==> src/rtl/apb_uart_irq_ctrl.sv <==
// ---------------------------------------------------------------------------
// apb_uart_irq_ctrl
//   16550-style UART interrupt controller. Tracks the four interrupt sources
//   (receiver line status, receive data available / character timeout,
//   transmitter holding register empty, modem status), prioritises the
//   enabled ones and presents the result as a registered IIR code.
//
// Ports
//   clk, reset_n        clock, asynchronous active-low reset
//   ier_i[3:0]          enables: [0] RDA/CTI, [1] THRE, [2] RLS, [3] MS
//   fifo_en_i           FIFO mode (threshold compare + timeout active)
//   trigger_level_i     RX trigger level select
//   rx_elements_i       RX FIFO occupancy
//   tx_elements_i       TX FIFO occupancy
//   rx_push_i/rx_pop_i  RX FIFO activity strobes
//   tx_push_i           TX FIFO write strobe
//   bit_tick_i          one pulse per serial bit time
//   line_err_i          line error event pulse
//   msr_change_i        modem status change pulse
//   lsr_rd_i/msr_rd_i/iir_rd_i  register read strobes
//   iir_o               registered interrupt identification
//   interrupt_o         interrupt request (low when iir_o = 0001)
// ---------------------------------------------------------------------------
module apb_uart_irq_ctrl #(
  parameter int RX_FIFO_DEPTH = 16,
  parameter int TX_FIFO_DEPTH = 16,
  parameter int TIMEOUT_TICKS = 40
) (
  input  logic                             clk,
  input  logic                             reset_n,
  input  logic [3:0]                       ier_i,
  input  logic                             fifo_en_i,
  input  logic [1:0]                       trigger_level_i,
  input  logic [$clog2(RX_FIFO_DEPTH):0]   rx_elements_i,
  input  logic [$clog2(TX_FIFO_DEPTH):0]   tx_elements_i,
  input  logic                             rx_push_i,
  input  logic                             rx_pop_i,
  input  logic                             tx_push_i,
  input  logic                             bit_tick_i,
  input  logic                             line_err_i,
  input  logic                             msr_change_i,
  input  logic                             lsr_rd_i,
  input  logic                             msr_rd_i,
  input  logic                             iir_rd_i,
  output logic [3:0]                       iir_o,
  output logic                             interrupt_o
);

  localparam int RXW = $clog2(RX_FIFO_DEPTH) + 1;
  localparam int TXW = $clog2(TX_FIFO_DEPTH) + 1;
  localparam int CW  = $clog2(TIMEOUT_TICKS + 1);

  localparam logic [CW-1:0] TO_MAX = CW'(TIMEOUT_TICKS);

  localparam logic [3:0] IIR_RLS  = 4'b0110;
  localparam logic [3:0] IIR_RDA  = 4'b0100;
  localparam logic [3:0] IIR_CTI  = 4'b1100;
  localparam logic [3:0] IIR_THRE = 4'b0010;
  localparam logic [3:0] IIR_MS   = 4'b0000;
  localparam logic [3:0] IIR_NONE = 4'b0001;

  logic [RXW-1:0] rx_thr;
  logic           rda_cond;
  logic           rx_empty;
  logic           tx_empty;

  logic           rls_pend;
  logic           ms_pend;
  logic           cti_pend;
  logic           thre_pend;
  logic [CW-1:0]  to_cnt;
  logic [TXW-1:0] tx_prev;
  logic           ier_thre_q;

  logic           to_clr;
  logic           cti_clr;
  logic           thre_set;
  logic           thre_clr;
  logic [3:0]     iir_nxt;

  // RX trigger threshold
  always_comb begin
    rx_thr = RXW'(1);
    unique case (trigger_level_i)
      2'd0: rx_thr = RXW'(1);
      2'd1: rx_thr = RXW'(RX_FIFO_DEPTH / 4);
      2'd2: rx_thr = RXW'(RX_FIFO_DEPTH / 2);
      2'd3: rx_thr = RXW'(RX_FIFO_DEPTH - 2);
      default: rx_thr = RXW'(1);
    endcase
  end

  assign rx_empty = (rx_elements_i == '0);
  assign tx_empty = (tx_elements_i == '0);

  // RDA is a live level, never latched
  assign rda_cond = fifo_en_i ? (rx_elements_i >= rx_thr) : !rx_empty;

  // Any RX activity or an empty FIFO restarts the character timeout
  assign cti_clr = rx_push_i | rx_pop_i | rx_empty;
  assign to_clr  = cti_clr | ~fifo_en_i;

  // THRE fires on the TX FIFO draining, or on enabling THRE while empty
  assign thre_set = tx_empty & ((tx_prev != '0) | (ier_i[1] & ~ier_thre_q));
  assign thre_clr = tx_push_i | (iir_rd_i & (iir_o == IIR_THRE));

  always_ff @(posedge clk or negedge reset_n) begin
    if (!reset_n) begin
      to_cnt <= '0;
    end else if (to_clr) begin
      to_cnt <= '0;
    end else if (bit_tick_i && (to_cnt != TO_MAX)) begin
      to_cnt <= to_cnt + 1'b1;
    end
  end

  always_ff @(posedge clk or negedge reset_n) begin
    if (!reset_n) begin
      rls_pend   <= 1'b0;
      ms_pend    <= 1'b0;
      cti_pend   <= 1'b0;
      thre_pend  <= 1'b0;
      tx_prev    <= '0;
      ier_thre_q <= 1'b0;
    end else begin
      // set wins for the event-driven status sources
      rls_pend   <= line_err_i   | (rls_pend & ~lsr_rd_i);
      ms_pend    <= msr_change_i | (ms_pend  & ~msr_rd_i);
      // clear wins for the FIFO-driven sources
      cti_pend   <= ~cti_clr  & (cti_pend  | (to_cnt == TO_MAX));
      thre_pend  <= ~thre_clr & (thre_pend | thre_set);
      tx_prev    <= tx_elements_i;
      ier_thre_q <= ier_i[1];
    end
  end

  // Priority encode; enables gate only here, pending flags latch regardless
  always_comb begin
    iir_nxt = IIR_NONE;
    if (rls_pend && ier_i[2])       iir_nxt = IIR_RLS;
    else if (rda_cond && ier_i[0])  iir_nxt = IIR_RDA;
    else if (cti_pend && ier_i[0])  iir_nxt = IIR_CTI;
    else if (thre_pend && ier_i[1]) iir_nxt = IIR_THRE;
    else if (ms_pend && ier_i[3])   iir_nxt = IIR_MS;
  end

  always_ff @(posedge clk or negedge reset_n) begin
    if (!reset_n) iir_o <= IIR_NONE;
    else          iir_o <= iir_nxt;
  end

  assign interrupt_o = ~iir_o[0];

endmodule

==> config.mk <==
export PLATFORM = sky130hd
export DESIGN_NAME = apb_uart_irq_ctrl
export DESIGN_NICKNAME = d
export VERILOG_FILES = /design/src/rtl/apb_uart_irq_ctrl.sv
export SDC_FILE = /design/constraint.sdc
export NUM_CORES = 1
export LEC_CHECK = 0
export ABC_CLOCK_PERIOD_IN_PS = 1400
export CORE_UTILIZATION = 40
export CTS_BUF_LIST = sky130_fd_sc_hd__clkbuf_16
export DETAILED_ROUTE_END_ITERATION = 10
export PLACE_DENSITY = 0.79
export SYNTH_ARGS = -nofsm -noshare
export SYNTH_HDL_FRONTEND = slang
export SYNTH_SLANG_ARGS = --single-unit
==> constraint.sdc <==
create_clock -name clk -period 1.4 [get_ports clk]
set_clock_uncertainty 0.2 [all_clocks]
set_input_delay 0.42 -clock clk [delete_from_list [all_inputs] [get_ports clk]]
set_output_delay 0.42 -clock clk [all_outputs]
set_load 0.05 [all_outputs]
==> results.toml <==
[outcome]
status = "finished, violations left"
violations = "setup timing"

[place]
gp_congestion = 0.8233
placedCellCount = 167
port_buffers = 32
hpwl_mm = 1.842
dpl_cell_area_mm2 = 0.001511

[pwr]
swShare_pct = 21.55
p_int_uw = 1337
p_clk_share_pct = 45.7
p_leak_uw = 0.0008106
power_density_mw_per_mm2 = 977.3
p_seq_share_pct = 36.4
worst_ir_drop_vdd_uv = 769.1
p_comb_share_pct = 17.9
switching_power_uw = 367.4

[floorplan]
ios = 33
die_h_um = 51.24
core_region_area_mm2 = 0.002255
initial_core_util_pct = 43.01
rows = 17
die-area_mm2 = 0.002625
die_w_um = 51.24

[synth]
netlist_top_cells_count = "19 x dfrtp_1, 13 x nor2_1, 11 x inv_1"
yosysTopAreaCell = "dfrtp_1"
synth_edf_count = 0
yosys_most_used_dff = "dfrtp_1"
synth_top_cell_area_share_pct = 49.03
syn-cell-area_um2 = 969.7
synthCells = 94
synthesis.nets = 128
async_reset_ff_share_pct = 100.0
ys_seq_area_share_pct = 51.74
synth_area_leaders = "dfrtp_1 49%, ha_1 7.7%, nor2_1 5.0%"
synth_warnings = 0
synthMostInstantiatedCell = "dfrtp_1"
synth-seq-cells = 20
synth.avg_cell_area_um2 = 10.32
synth.distinct_cells = 31

[worst_setup_path]
crit_chain = "buf_12 > inv_12 > ha_4 > or4b_1 > o31a_1 > and2_4 > o31ai_4"
cp_data_required_time_ns = 1.36
cp-start-kind = "input port"
path_buf_inv = 2
endpoint_kind = "flip-flop"
path_delay_family = "simple AND/OR/NAND/NOR gates"
slowest_stage = "or4b_1"
crit_type = "in2reg"
slowest_delay_ns = 0.51
worstPathMaxFanout = 2
cp.arrival_ns = 1.75
ff2ff_setup_slack_ns = -0.06

[final_layout]
finish.instance_area_mm2 = 0.001744
area_growth_pct = 79.87
final_core_util_pct = 77.36
drive_gt1_share_pct = 39.46
fill_cells = 148
register_area_um2 = 501.7
instances_no_fill = 175
num-nets-final = 182
multi_input_area_um2 = 516.7
diodes = 0

[timing]
report.final.slew_viol_count = 0
setup_viol = 16
setup_tns_ns = -3.089
final_hold_viol_count = 0
rsz0062_at_grt = "true"
fmax_ghz = 0.5587
timing.slew.headroom_pct = 76.67
fin_ws_ns = -0.3899
worst_pin_slew_ns = 0.3499
finalCriticalPeriod_ns = 1.790
finalCritPeriodShare_pct = 127.8

[job]
drv_cap = 0

[global_route]
grt_pass1_wl_mm = 4.195
antenna_found_initial = 0
grt_pass1_vias = 907
grt_usage_pct = 22.76
grt_start_max_net_pins = 21
gr-total-overflow = 0

[clocking]
hold_buffers = 0
cts_sinks = 20
clk_latency_ns = 0.25
cts_tree = "built"
htree_levels = 1
cts_root_buf = "clkbuf_16"
cts_made_buffers = 3
clkSlewWorstSetupHoldPaths_ns = 0.06
cts_buffer_depth = 2

[route]
routed_wl_mm = 2.872
drc = 0
ant_nets = 0
drtPass1Iterations = 4
drt_iter0_drc = 32
wl_per_cell_um = 16.41
viasPerCell = 5.457
num_vias = 955

[hold_path]
hold_class = "in2reg"
## stage by stage
step,setup slack (ns),power [uW],hold slack (ns)
6_report,-0.3899,1705,0.1453
5_1_grt,-0.4230,1753,0.1443
2_1_floorplan,-0.4636,724.4,-0.07559
3_5_place_dp,-1.150,907.4,0.3110
4_1_cts,-0.4986,1694,0.2919
3_3_place_gp,-1.123,894.7,0.2646
## cell usage in the layout (no fill, tap or decap), types with 2 or more instances in the layout
cell             instances
a21o_1                   2
xnor2_1                  2
nor2_1                   5
clkdlybuf4s50_1         12
xor2_1                   2
dlygate4sd2_1            2
buf_6                    5
buf_12                   6
nand3_1                  2
nand2_1                  7
o21a_1                   2
a21oi_2                  2
nor3_2                   2
ha_1                     4
nor4b_1                  2
nand4_1                  3
dfrtp_1                 19
o21ai_1                  2
inv_1                    9
buf_2                    2
nor2_2                   7
clkbuf_16                3
buf_4                   16
dlymetal6s2s_1           7
## cell families after synthesis
| group | share of synthesized area [%] |
|---|---|
| fa+ha+maj | 7.742 |
| flops | 51.74 |
| buf+inv | 4.645 |
| compound gates | 12.13 |
| mux | 1.032 |
| xor+xnor | 3.614 |
| simple gates | 19.10 |
## flip-flops by register name (all words and copies together), names as in the netlist
register    count
ier_thre_q      1
ms_pend         1
tx_prev         5
iir_o           4
to_cnt          6
thre_pend       1
cti_pend        1
rls_pend        1
## power groups by stage
stage	combinational [uW]	sequential, uW	clock (uW)
floorplan	74.7	650	0
global placement	268	627	0
detailed placement	278	629	0
CTS	295	619	780
global route	326	623	804
finish	305	621	779
## path summary, 6_finish.rpt
check                                      start                    end  depth (start not counted)
hold / removal                  tx_elements_i[0]   tx_prev[0]$_DFF_PN0_                          1
hold reg to reg                ms_pend$_DFF_PN0_      ms_pend$_DFF_PN0_                          1
min in group asynchronous                reset_n  to_cnt[1]$_DFFE_PN0P_                          2
max in group asynchronous                reset_n     iir_o[0]$_DFF_PN1_                          2
setup / recovery              trigger_level_i[1]     iir_o[1]$_DFF_PN0_                          7
setup reg to reg           to_cnt[0]$_DFFE_PN0P_  to_cnt[1]$_DFFE_PN0P_                          5
## metal layers
| layer | track usage [%] | up-vias | wire (um) |
|---|---|---|---|
| met3 | 1.190 | 6 | 127 |
| met5 | 0 | - | 0 |
| met1 | 25.14 | 468 | 1078 |
| li1 | - | 437 | - |
| met2 | 44.52 | 44 | 1623 |
| met4 | 9.459 | 0 | 42 |
## cell type report
class / count / area share, %
timing repair buffer: 50 / 30.49
clock buffer: 3 / 4.304
multi-input combinational: 62 / 29.63
inverter: 11 / 3.085
tap: 28 / 2.009
sequential: 20 / 28.77
clock inverter: 1 / 1.722
## repair_timing
item,4_1_cts,5_1_grt
endpoints found under the hold margin,0,0
endpoints found under the setup margin,17,17
pin swaps,11,17
gates resized for setup,41,23
setup buffers,4,2
Power figures use the tool's default switching activity.
